===== src/rtl/alu_issue.sv =====
// alu_issue: exec-stage issue buffer feeding the ALU.
// Decodes a MIPS-format instruction plus register-file read data into an ALU
// operand bundle and holds it in a 2-entry FIFO skid buffer.
// Ports:
//   clk, rst                  clock, async active-high reset
//   in_valid/in_ready         upstream handshake (in_ready is registered)
//   instr, rs_data, rt_data   instruction word and register operands
//   flush                     drops every buffered entry and any same-cycle accept
//   out_valid/out_ready       downstream handshake for the head entry
//   aluop, src1, src2, shamt  head bundle operands
//   illegal                   head bundle came from an undecodable instruction

`ifndef REG_SIZE
`define REG_SIZE 32
`endif
`ifndef ALUOP_ADD
`define ALUOP_ADD  5'd0
`define ALUOP_SUB  5'd1
`define ALUOP_SLL  5'd2
`define ALUOP_MOV  5'd3
`define ALUOP_ORI  5'd4
`define ALUOP_LUI  5'd5
`define ALUOP_JUMP 5'd6
`endif

module alu_issue #(
    parameter int unsigned REG_SIZE = `REG_SIZE
) (
    input  logic                clk,
    input  logic                rst,
    input  logic                in_valid,
    output logic                in_ready,
    input  logic [31:0]         instr,
    input  logic [REG_SIZE-1:0] rs_data,
    input  logic [REG_SIZE-1:0] rt_data,
    input  logic                flush,
    output logic                out_valid,
    input  logic                out_ready,
    output logic [4:0]          aluop,
    output logic [REG_SIZE-1:0] src1,
    output logic [REG_SIZE-1:0] src2,
    output logic [4:0]          shamt,
    output logic                illegal
);

    typedef struct packed {
        logic [4:0]          aluop;
        logic [REG_SIZE-1:0] src1;
        logic [REG_SIZE-1:0] src2;
        logic [4:0]          shamt;
        logic                illegal;
    } bundle_t;

    typedef enum logic [1:0] {
        EMPTY = 2'd0,
        ONE   = 2'd1,
        FULL  = 2'd2
    } state_t;

    localparam bundle_t RESET_BUNDLE = '{
        aluop:   `ALUOP_ADD,
        src1:    '0,
        src2:    '0,
        shamt:   '0,
        illegal: 1'b0
    };

    state_t  state_q, state_d;
    bundle_t head_q, skid_q, dec;
    logic    in_ready_q;
    logic    accept, pop;
    logic    load_head, load_skid, head_from_skid;

    logic [5:0] opcode, funct;
    logic [4:0] unused_rs_field;

    assign opcode          = instr[31:26];
    assign funct           = instr[5:0];
    // rs is already resolved into rs_data by the register file.
    assign unused_rs_field = instr[25:21];

    // ---------------- decode ----------------
    always_comb begin
        dec       = RESET_BUNDLE;
        case (opcode)
            6'h00: begin
                case (funct)
                    6'h20: begin
                        dec.aluop = `ALUOP_ADD;
                        dec.src1  = rs_data;
                        dec.src2  = rt_data;
                    end
                    6'h22: begin
                        dec.aluop = `ALUOP_SUB;
                        dec.src1  = rs_data;
                        dec.src2  = rt_data;
                    end
                    6'h00: begin
                        dec.aluop = `ALUOP_SLL;
                        dec.src1  = rt_data;
                        dec.shamt = instr[10:6];
                    end
                    6'h25: begin
                        // OR with rt=$0 is a register move; any other rt is unsupported.
                        if (instr[20:16] == 5'd0) begin
                            dec.aluop = `ALUOP_MOV;
                            dec.src1  = rs_data;
                        end else begin
                            dec.illegal = 1'b1;
                        end
                    end
                    default: dec.illegal = 1'b1;
                endcase
            end
            6'h08, 6'h23, 6'h2B: begin
                dec.aluop = `ALUOP_ADD;
                dec.src1  = rs_data;
                dec.src2  = {{(REG_SIZE-16){instr[15]}}, instr[15:0]};
            end
            6'h0D: begin
                dec.aluop = `ALUOP_ORI;
                dec.src1  = rs_data;
                dec.src2  = {{(REG_SIZE-16){1'b0}}, instr[15:0]};
            end
            6'h0F: begin
                dec.aluop = `ALUOP_LUI;
                dec.src2  = {{(REG_SIZE-16){1'b0}}, instr[15:0]};
            end
            6'h02: begin
                dec.aluop = `ALUOP_JUMP;
            end
            default: dec.illegal = 1'b1;
        endcase
    end

    // ---------------- buffer control ----------------
    assign out_valid = (state_q != EMPTY);
    assign accept    = in_valid && in_ready_q && !flush;
    assign pop       = out_valid && out_ready;

    always_comb begin
        state_d        = state_q;
        load_head      = 1'b0;
        load_skid      = 1'b0;
        head_from_skid = 1'b0;
        case (state_q)
            EMPTY: begin
                if (accept) begin
                    state_d   = ONE;
                    load_head = 1'b1;
                end
            end
            ONE: begin
                if (accept && pop) begin
                    load_head = 1'b1;
                end else if (accept) begin
                    state_d   = FULL;
                    load_skid = 1'b1;
                end else if (pop) begin
                    state_d   = EMPTY;
                end
            end
            FULL: begin
                if (pop) begin
                    head_from_skid = 1'b1;
                    if (accept) begin
                        load_skid = 1'b1;
                    end else begin
                        state_d = ONE;
                    end
                end
            end
            default: state_d = EMPTY;
        endcase
        if (flush) begin
            state_d        = EMPTY;
            load_head      = 1'b0;
            load_skid      = 1'b0;
            head_from_skid = 1'b0;
        end
    end

    always_ff @(posedge clk or posedge rst) begin
        if (rst) begin
            state_q    <= EMPTY;
            in_ready_q <= 1'b1;
            head_q     <= RESET_BUNDLE;
            skid_q     <= RESET_BUNDLE;
        end else begin
            state_q    <= state_d;
            // Registered ready: depends only on the next occupancy, never on out_ready directly.
            in_ready_q <= (state_d != FULL);
            if (load_head) begin
                head_q <= dec;
            end else if (head_from_skid) begin
                head_q <= skid_q;
            end
            if (load_skid) begin
                skid_q <= dec;
            end
        end
    end

    assign in_ready = in_ready_q;
    assign aluop    = head_q.aluop;
    assign src1     = head_q.src1;
    assign src2     = head_q.src2;
    assign shamt    = head_q.shamt;
    assign illegal  = head_q.illegal;

endmodule


===== config.mk =====
export PLATFORM = sky130hd
export DESIGN_NAME = alu_issue
export DESIGN_NICKNAME = d
export VERILOG_FILES = /design/src/rtl/alu_issue.sv
export SDC_FILE = /design/constraint.sdc
export NUM_CORES = 1
export LEC_CHECK = 0
export ABC_AREA = 1
export ABC_CLOCK_PERIOD_IN_PS = 13900
export CELL_PAD_IN_SITES_DETAIL_PLACEMENT = 0
export CELL_PAD_IN_SITES_GLOBAL_PLACEMENT = 1
export CORE_ASPECT_RATIO = 1.75
export CORE_MARGIN = 5
export CORE_UTILIZATION = 41
export CTS_BUF_LIST = sky130_fd_sc_hd__clkbuf_4 sky130_fd_sc_hd__clkbuf_8
export DETAILED_ROUTE_END_ITERATION = 10
export PLACE_DENSITY_LB_ADDON = 0.1
export SYNTH_ARGS = -nofsm -noshare
export SYNTH_HDL_FRONTEND = slang
export SYNTH_SLANG_ARGS = --single-unit

===== constraint.sdc =====
create_clock -name clk -period 13.9 [get_ports clk]
set_clock_uncertainty 0.2 [all_clocks]
set_input_delay 4.17 -clock clk [delete_from_list [all_inputs] [get_ports clk]]
set_output_delay 4.17 -clock clk [all_outputs]
set_load 0.005 [all_outputs]

==> qor.txt, run 1 <==
CTS Buffer Depth = 2
I/O pins = 178
Total GRT Usage = 24.1%
Critical Path, Cell by Cell = clkdlybuf4s50_1 -> inv_2 -> nand3_1 -> inv_1 -> nand3_2 -> buf_4 -> inv_2 -> buf_4 -> o21ai_0
Via density = 5.03
leak pwr = 5.67 nW
Final setup violation count = 0
Overflow after GRT = 0
Clock Sinks = 149
Final Hold Viols = 0
drt first pass iters = 6
Post-synth ARST share = 100%
worst slew pin tran = 1.12 ns
initial antenna violation count = 0
die width = 122 µm
Final Wtd Congestion = 0.818
Detailed Route Iter0 Violations = 658
Die Y = 206 µm
Largest stage delay, worst path = 0.70 ns
post-DP HPWL = 19400 µm
first-pass GRT wire length = 46900 µm
DR vias = 8629
Skew-Pair Late Insertion Delay = 0.46 ns
Cell Area, Placed = 10700 µm²
Clock transition at path regs = 0.09 ns
crit path max fanout = 74
Nets = 1516
FP Rows = 71
Critical-path top delay cell = buf_4
vias in the first global route = 8546
filler cell count = 2202
ant diodes = 0
largest net degree at the start of global routing = 96
maximum level of the CTS H-tree = 4
Synth area leader = dfrtp_1
period utilization = 49.1%
WL final = 29700 µm
Synthesis Warnings = 0
hold_buf cts = 0
CTS tree = done
Seq/Total Area, Yosys = 41.6%
# placed instances = 1684
layout overhead on the synthesized area = 23.8%
Slew Viols, Final = 0
Setup crit end kind = flip-flop
RSZ-0062 raised after global routing = false
Core Region = 21500 µm²
Mean Syn Cell Area = 6.96 µm²
die area = 25000 µm²
fmax = 0.147 GHz
# port buffers = 170
Startpoint Class = input pin
Power Dens Cells = 96.2 nW/µm²
max-cap violations = 0
fin crit period = 6.82 ns
Num CTS Buffers = 17
postcts setup bufs = 0
distinct cell type count after synthesis = 40
Setup WS pre-CTS = 6.62 ns
cells after synthesis = 1288
initial core utilization = 41.7%
Setup WS post-layout = 7.08 ns
Post-DRT Antenna Nets = 0
setup tns final = 0 ns
#FFs+latches synth = 149
Worst Hold Class = flip-flop to flip-flop
per-cell routed wire length = 17.3 µm
Main synth FF type = dfrtp_1
final non-filler cell total = 1715
status = completed
layout cells sized above 1 = 7.31%
Post-Layout Inst Area = 11100 µm²
Residual DRC = 0
Max-slew headroom = 25.0%
Synth area leaders = dfrtp_1 41%, nand2_1 21%, nand3_1 5.2%
critical path class = input pin to flip-flop
Finished Core Util = 51.6%
Data arrival, critical path = 6.94 ns
Post-synth EDFFs = 0
# resized after CTS = 0
CTS root buf = clkbuf_8
post-synth top area share = 41.3%
Syn Std Cell Area = 8960 µm²
Critical Path RT = 14.02 ns
Max IR drop VDD = 0.0654 mV
## layout by cell type (no fill, tap or decap), drive strengths merged
master	count
bufinv	1
a21oi	4
clkdlybuf4s50	170
o311ai	5
conb	2
nor3	3
nand2	503
a21bo	16
clkbuf	21
nor2	118
nand3b	2
a21o	17
ha	4
dfrtp	148
o21ai	113
clkinvlp	3
a31oi	1
nor3b	2
or2	1
nand3	98
dfstp	1
o22ai	4
o211ai	1
clkinv	5
nand4	36
buf	11
inv	133
## registers in the layout (all words and copies together) (netlist names)
signal / flops
skid_q: 73
src1: 32
src2: 32
shamt: 5
aluop: 3
state_q: 2
illegal: 1
in_ready: 1
## Yosys cell counts, types with 8 or more instances
library cell,n
a21bo_1,14
inv_1,121
nand2_1,500
nor2_1,111
a21o_1,17
nand3_1,94
o21ai_0,66
inv_2,8
o21ai_2,24
o21ai_1,23
clkbuf_1,28
nand4_1,35
buf_2,28
dfrtp_1,148
buf_4,15
## per-stage QoR
step / hold WS (ns) / total power, mW
after CTS: 0.288 / 1.08
after global routing: 0.303 / 1.13
after floorplan: 0.250 / 0.630
after global placement: 0.262 / 0.743
after detailed placement: 0.264 / 0.745
final: 0.284 / 1.07
## worst max-delay path: cells and delay by family
| family | cells | cell delay [ns] |
|---|---|---|
| AO/OA/AOI/OAI | 1 | 0.18 |
| buffers and inverters | 6 | 2.24 |
| AND/OR/NAND/NOR | 2 | 0.26 |
## where the power goes
group	switching [mW]	leakage [nW]	internal (mW)
Clock	0.177	0.186	0.155
Combinational	0.118	3.57	0.103
Sequential	0.0236	1.91	0.492
Total	0.318	5.67	0.750
## cells by family (layout without fill, tap and decap cells)
family                     count (synthesis)  count (layout)  share of synthesized area, %
other                                      1               2                        0.0418
DFF                                      149             149                          41.6
adders and majority gates                  4               4                         0.559
and+or+nand+nor                          763             763                          35.7
AOI/OAI and AO/OA                        161             161                          12.0
buffers and inverters                    210             344                          10.1
## routing by layer
metal | vias to the layer above | routed length [µm] | part of all wire (%) | track usage [%]
li1 | 4293 | - | - | -
met1 | 4041 | 12700 | 43 | 31.1
met2 | 260 | 14800 | 50 | 41.0
met3 | 35 | 1650 | 5.5 | 4.35
met4 | 0 | 629 | 2.1 | 7.73
met5 | - | 0 | 0 | 0
## final cells by class
| type | count | area [µm²] | area share [%] |
|---|---|---|---|
| Tap cell | 292 | 365 | 3.29 |
| Clock inverter | 10 | 97.6 | 0.880 |
| Timing Repair Buffer | 181 | 1780 | 16.1 |
| Inverter | 132 | 504 | 4.54 |
| Clock buffer | 21 | 277 | 2.49 |
| Sequential cell | 149 | 3730 | 33.6 |
| Multi-Input combinational cell | 930 | 4340 | 39.1 |
## worst paths after layout
check / to / startpoint / slack, ns / depth (start not counted)
worst max-delay path: skid_q[5] / flush / 7.08 / 9
worst min-delay path: skid_q[16] / skid_q[16] / 0.28 / 2
worst max register to register: skid_q[5] / state_q[0] / 10.58 / 12
worst min register to register: skid_q[16] / skid_q[16] / 0.28 / 2
max in group asynchronous: skid_q[44] / rst / 8.13 / 3
min in group asynchronous: src2[21] / rst / 4.06 / 2
No activity file was read; power rests on OpenSTA's default activity.
==> run 2: changes to the inputs <==
ABC_CLOCK_PERIOD_IN_PS = 7000   (was 13900)
CORE_UTILIZATION = 38   (was 41)
clock period = 7 ns   (was 13.9 ns; I/O delays follow)
==> run 2 against run 1 <==
Register-to-register slack lost 6.4 ns. Core utilization shrank 3.8 points. Cell count grew 1.0%. Sequential power grew 98%. Via count shrank 0.58%. Critical path depth shrank 1. Critical endpoint is now src1[31]. Sequential cell count is the same. First-iteration DRC count shrank 11%. Sequential share of layout area shrank 0.18 points.
==> qor.txt, run 2 (same netlist as run 1, synthesis figures left out) <==
CTS Buffer Depth = 2 (unchanged)
initial core utilization = 38.4% (-3.3 points)
Slew Viols, Final = 0 (unchanged)
Clock Sinks = 149 (unchanged)
Data arrival, critical path = 4.59 ns (-2.35 ns)
worst slew pin tran = 0.955 ns (-0.162 ns)
postcts setup bufs = 0 (unchanged)
DR vias = 8579 (-0.58%)
Post-DRT Antenna Nets = 0 (unchanged)
Final Wtd Congestion = 0.823 (+0.62%)
Setup WS post-layout = 2.60 ns (-4.48 ns)
Power Dens Cells = 190 nW/µm² (+97%)
setup tns final = 0 ns (unchanged)
Startpoint Class = input pin
first-pass GRT wire length = 48700 µm (+3.9%)
Detailed Route Iter0 Violations = 587 (-11%)
critical path class = input pin to flip-flop
I/O pins = 178 (unchanged)
Die Y = 213 µm (+3.7%)
maximum level of the CTS H-tree = 4 (unchanged)
commonest non-fill, non-tap cell in the layout = nand2_1
CTS root buf = clkbuf_8
CTS tree = done
filler cell count = 2432 (+10%)
Top reg by flops = skid_q
# port buffers = 170 (unchanged)
Total GRT Usage = 23.2% (-0.95 points)
layout overhead on the synthesized area = 24.5%
# resized after CTS = 0 (unchanged)
leak pwr = 5.68 nW (+0.26%)
Max-slew headroom = 36.2% (+11 points)
initial antenna violation count = 1 (+1)
largest net degree at the start of global routing = 83 (-14%)
fmax = 0.227 GHz
Finished Core Util = 47.8% (-3.8 points)
die area = 26900 µm² (+7.4%)
RSZ-0062 raised after global routing = false
max-cap violations = 0 (unchanged)
Clock transition at path regs = 0.09 ns (about the same)
Num CTS Buffers = 17 (unchanged)
Worst Hold Class = flip-flop to flip-flop
Via density = 4.95 (-1.6%)
Critical Path RT = 7.19 ns (-6.83 ns)
Setup WS pre-CTS = 2.06 ns (-4.57 ns)
Cell Area, Placed = 10800 µm² (+0.53%)
fin crit period = 4.40 ns
WL final = 30400 µm (+2.3%)
post-DP HPWL = 20000 µm (+3.1%)
Skew-Pair Late Insertion Delay = 0.49 ns (+0.03 ns)
period utilization = 62.8%
Overflow after GRT = 0 (unchanged)
Setup crit end kind = flip-flop
FP Rows = 74 (+4.2%)
most frequent cells in the layout = 500 x nand2_1, 170 x clkdlybuf4s50_1, 148 x dfrtp_1, 120 x inv_1, 109 x nor2_1
Nets = 1520 (+0.26%)
hold_buf cts = 0 (unchanged)
layout cells sized above 1 = 7.56% (+0.25 points)
per-cell routed wire length = 17.5 µm (+1.2%)
Post-Layout Inst Area = 11200 µm² (+0.55%)
vias in the first global route = 8768 (+2.6%)
crit path max fanout = 44 (-41%)
Max IR drop VDD = 0.158 mV (+140%)
Largest register FFs = 73 (unchanged)
status = completed
drt first pass iters = 8 (+2)
Final Hold Viols = 0 (unchanged)
Final setup violation count = 0 (unchanged)
worst hold margin = 0.285 ns (+0.000671 ns)
Residual DRC = 0 (unchanged)
die width = 126 µm (+3.6%)
Core Region = 23300 µm² (+8.5%)
-- run 2: changes by cell type in the layout (fill, tap and decap cells not counted), moves of 2 or more --
cell / delta
clkinv_2: -2
buf_4: +3
clkbuf_8: +2
clkbuf_4: -2
-- run 2: area by class of cell --
cell class | instances | area (µm²) | share of cell area [%]
repair buffers | 185 | 1830 | 16.4
inverters | 132 | 503 | 4.51
well taps | 304 | 380 | 3.41
multi-input cells | 930 | 4340 | 38.9
clock inverters | 11 | 87.6 | 0.785
clock buffers | 21 | 289 | 2.59
flip-flops and latches | 149 | 3730 | 33.4
diodes | 1 | 2.50 | 0.0224
-- run 2: through the flow --
step	power (mW)	instances
after floorplan	1.25	1289
after global placement	1.48	1700
after detailed placement	1.48	1700
after CTS	2.15	1732
after global routing	2.24	1733
final	2.12	1733
-- run 2: report_power, final --
group,leakage (nW),switching [mW],internal (mW),total [mW]
combinational,3.59,0.233,0.204,0.437
sequential,1.91,0.0480,0.977,1.02
clock,0.182,0.368,0.287,0.655
total,5.68,0.649,1.47,2.12
-- run 2: worst max-delay path: stages --
cell and delay [ns]:
clkdlybuf4s50_1 0.44, inv_2 0.08, nand3_1 0.18, nor2_4 0.79, buf_4 0.64, nand3_1 0.15, nand2_1 0.13, nand2_1 0.06
-- run 2: worst paths after layout --
kind / start / end / slack [ns] / cells past startpoint
worst max-delay path: flush / src1[31] / 2.60 / 8
worst min-delay path: skid_q[60] / skid_q[60] / 0.28 / 2
worst max register to register: state_q[0] / src1[7] / 4.17 / 14
worst min register to register: skid_q[60] / skid_q[60] / 0.28 / 2
max in group asynchronous: rst / in_ready / 3.62 / 3
min in group asynchronous: rst / src2[21] / 1.92 / 2
-- run 2: per-layer routing --
metal  global-route usage (%)  wire length, µm  part of all wire (%)  vias to the layer above
met4                     7.70              661                   2.2                        0
met5                        0                0                     0                        -
met3                     5.43             1490                   4.9                       36
met2                     40.0            15300                    50                      213
met1                     28.6            13000                    43                     4030
li1                         -                -                     -                     4300
==> run 3: changes to the inputs <==
ABC_CLOCK_PERIOD_IN_PS = 4400   (was 7000)
clock period = 4.4 ns   (was 7 ns; I/O delays follow)
==> run 3 against run 2 <==
Combinational power rose by 62%. Sequential power is 60% higher. Core utilization increased by 0.66 points. Global-route usage down 0.13 points. Critical path depth down 4. Die area did not move. First-iteration DRC count is 18% lower. Highest routed layer unchanged. Worst setup slack got worse by 1.5 ns. Non-clock buffer count increased by 10. Via count up 1.1%.
==> qor.txt, run 3 (same netlist as run 1, synthesis figures left out) <==
status = completed
crit path max fanout = 4 (-91%)
met3 usage = 4.11% (-1.3 points)
Clock transition at path regs = 0.08 ns (about the same)
ant diodes = 0 (-1)
post-DP HPWL = 20600 µm (+2.9%)
Residual DRC = 0 (unchanged)
max-cap violations = 0 (unchanged)
Via density = 4.98 (+0.65%)
critical path class = flip-flop to primary output
period utilization = 74.4%
FP Rows = 74 (unchanged)
drt first pass iters = 5 (-3)
first-pass GRT wire length = 48400 µm (-0.58%)
Final Hold Viols = 0 (unchanged)
DR vias = 8670 (+1.1%)
Clock Sinks = 149 (unchanged)
Final setup violation count = 0 (unchanged)
Critical-path top delay cell = clkdlybuf4s50_1
per-cell routed wire length = 17.8 µm (+1.3%)
Setup WS pre-CTS = 0.701 ns (-1.36 ns)
layout cells sized above 1 = 8.08% (+0.51 points)
Nets = 1530 (+0.66%)
hold_buf cts = 0 (unchanged)
maximum level of the CTS H-tree = 4 (unchanged)
# port buffers = 170 (unchanged)
die width = 126 µm (unchanged)
most frequent cells in the layout = 500 x nand2_1, 170 x clkdlybuf4s50_1, 148 x dfrtp_1, 120 x inv_1, 109 x nor2_1
layout overhead on the synthesized area = 26.2%
Setup WS post-layout = 1.13 ns (-1.48 ns)
Slew Viols, Final = 0 (unchanged)
die area = 26900 µm² (unchanged)
leak pwr = 5.77 nW (+1.6%)
Total GRT Usage = 23.1% (-0.13 points)
CTS root buf = clkbuf_8
fmax = 0.306 GHz
Critical Path, Cell by Cell = inv_1 -> ha_1 -> inv_2 -> clkdlybuf4s50_1
Startpoint Class = flip-flop
postcts setup bufs = 0 (unchanged)
Top reg by flops = skid_q
Detailed Route Iter0 Violations = 483 (-18%)
delay-heaviest family, CP = buffers and inverters
Overflow after GRT = 0 (unchanged)
Largest register FFs = 73 (unchanged)
vias in the first global route = 8532 (-2.7%)
Critical Path RT = 2.88 ns (-4.31 ns)
layer with the highest usage = met2
Worst Hold Class = flip-flop to flip-flop
WL final = 30900 µm (+1.7%)
routing usage on met1 = 29.2% (+0.58 points)
commonest non-fill, non-tap cell in the layout = nand2_1
setup tns final = 0 ns (unchanged)
Setup crit end kind = primary output
Max IR drop VDD = 0.193 mV (+22%)
Post-DRT Antenna Nets = 0 (unchanged)
CTS tree = done
I/O pins = 178 (unchanged)
Skew-Pair Late Insertion Delay = 0.47 ns (-0.02 ns)
largest net degree at the start of global routing = 78 (-6.0%)
Core Region = 23300 µm² (unchanged)
# resized after CTS = 0 (unchanged)
Power Dens Cells = 312 nW/µm² (+64%)
RSZ-0062 raised after global routing = false
worst slew pin tran = 0.996 ns (+0.0408 ns)
sum of buffers and inverters on the critical path = 3 (unchanged)
initial core utilization = 38.4% (unchanged)
Data arrival, critical path = 1.75 ns (-2.84 ns)
fin crit period = 3.27 ns
Num CTS Buffers = 17 (unchanged)
met2 Usage GRT = 39.7% (-0.24 points)
Max-slew headroom = 33.6% (-2.6 points)
Die Y = 213 µm (unchanged)
initial antenna violation count = 0 (-1)
Largest stage delay, worst path = 0.50 ns (-0.29 ns)
Final Wtd Congestion = 0.800 (-2.8%)
CTS Buffer Depth = 2 (unchanged)
## run 3: cell types whose count changed in the layout (fill, tap and decap cells not counted), moves of 2 or more
cell / change
bufinv_16: +4
clkinvlp_4: -2
inv_6: -5
clkinv_2: +2
buf_4: +8
buf_12: +2
## run 3: per-stage QoR
stage | area [µm²] | power, mW | instances | utilization (%) | hold slack, ns
final | 11300 | 3.53 | 1740 | 48.5 | 0.283
after global routing | 11300 | 3.72 | 1740 | 48.5 | 0.304
after CTS | 11300 | 3.57 | 1740 | 48.5 | 0.286
after detailed placement | 10900 | 2.37 | 1710 | 46.6 | 0.264
after global placement | 10900 | 2.36 | 1710 | 46.6 | 0.262
after floorplan | 8970 | 1.99 | 1289 | - | 0.250
## run 3: where the power goes
part	total, mW	leakage (nW)	switching, mW	internal (mW)
sequential	1.63	1.91	0.0773	1.55
combinational	0.706	3.65	0.376	0.330
clock	1.19	0.221	0.530	0.661
total	3.53	5.77	0.983	2.55
## run 3: path summary, 6_finish.rpt
check	endpoint	slack, ns	cells past startpoint	from
max	out_valid	1.13	4	state_q[0]
min	skid_q[55]	0.28	2	skid_q[55]
max reg2reg	src1[26]	1.84	13	state_q[0]
min reg2reg	skid_q[55]	0.28	2	skid_q[55]
max in group asynchronous	skid_q[6]	2.27	3	rst
min in group asynchronous	skid_q[25]	0.91	2	rst
## run 3: cell type report
type / instances / area [µm²]
Inverter: 132 / 502
Clock inverter: 9 / 151
Sequential cell: 149 / 3730
Fill cell: 2413 / 12000
Tap cell: 304 / 380
Timing Repair Buffer: 195 / 1930
Multi-Input combinational cell: 930 / 4340
Clock buffer: 21 / 283
## run 3: worst reg2reg max path, stage by stage, from the launching register on
cell     delay, ns
dfrtp_1       0.40
inv_1         0.13
ha_1          0.21
inv_2         0.06
nand2_1       0.09
inv_2         0.06
nand3_1       0.09
nand2_1       0.07
inv_2         0.19
buf_4         0.67
nand2_1       0.16
nand2_1       0.09
inv_1         0.04
nand2_1       0.05
## run 3: layer usage
layer  wire length (µm)  part of all wire (%)
met4                821                   2.7
met3               1470                   4.8
met2              15500                    50
met5                  0                     0
met1              13100                    43
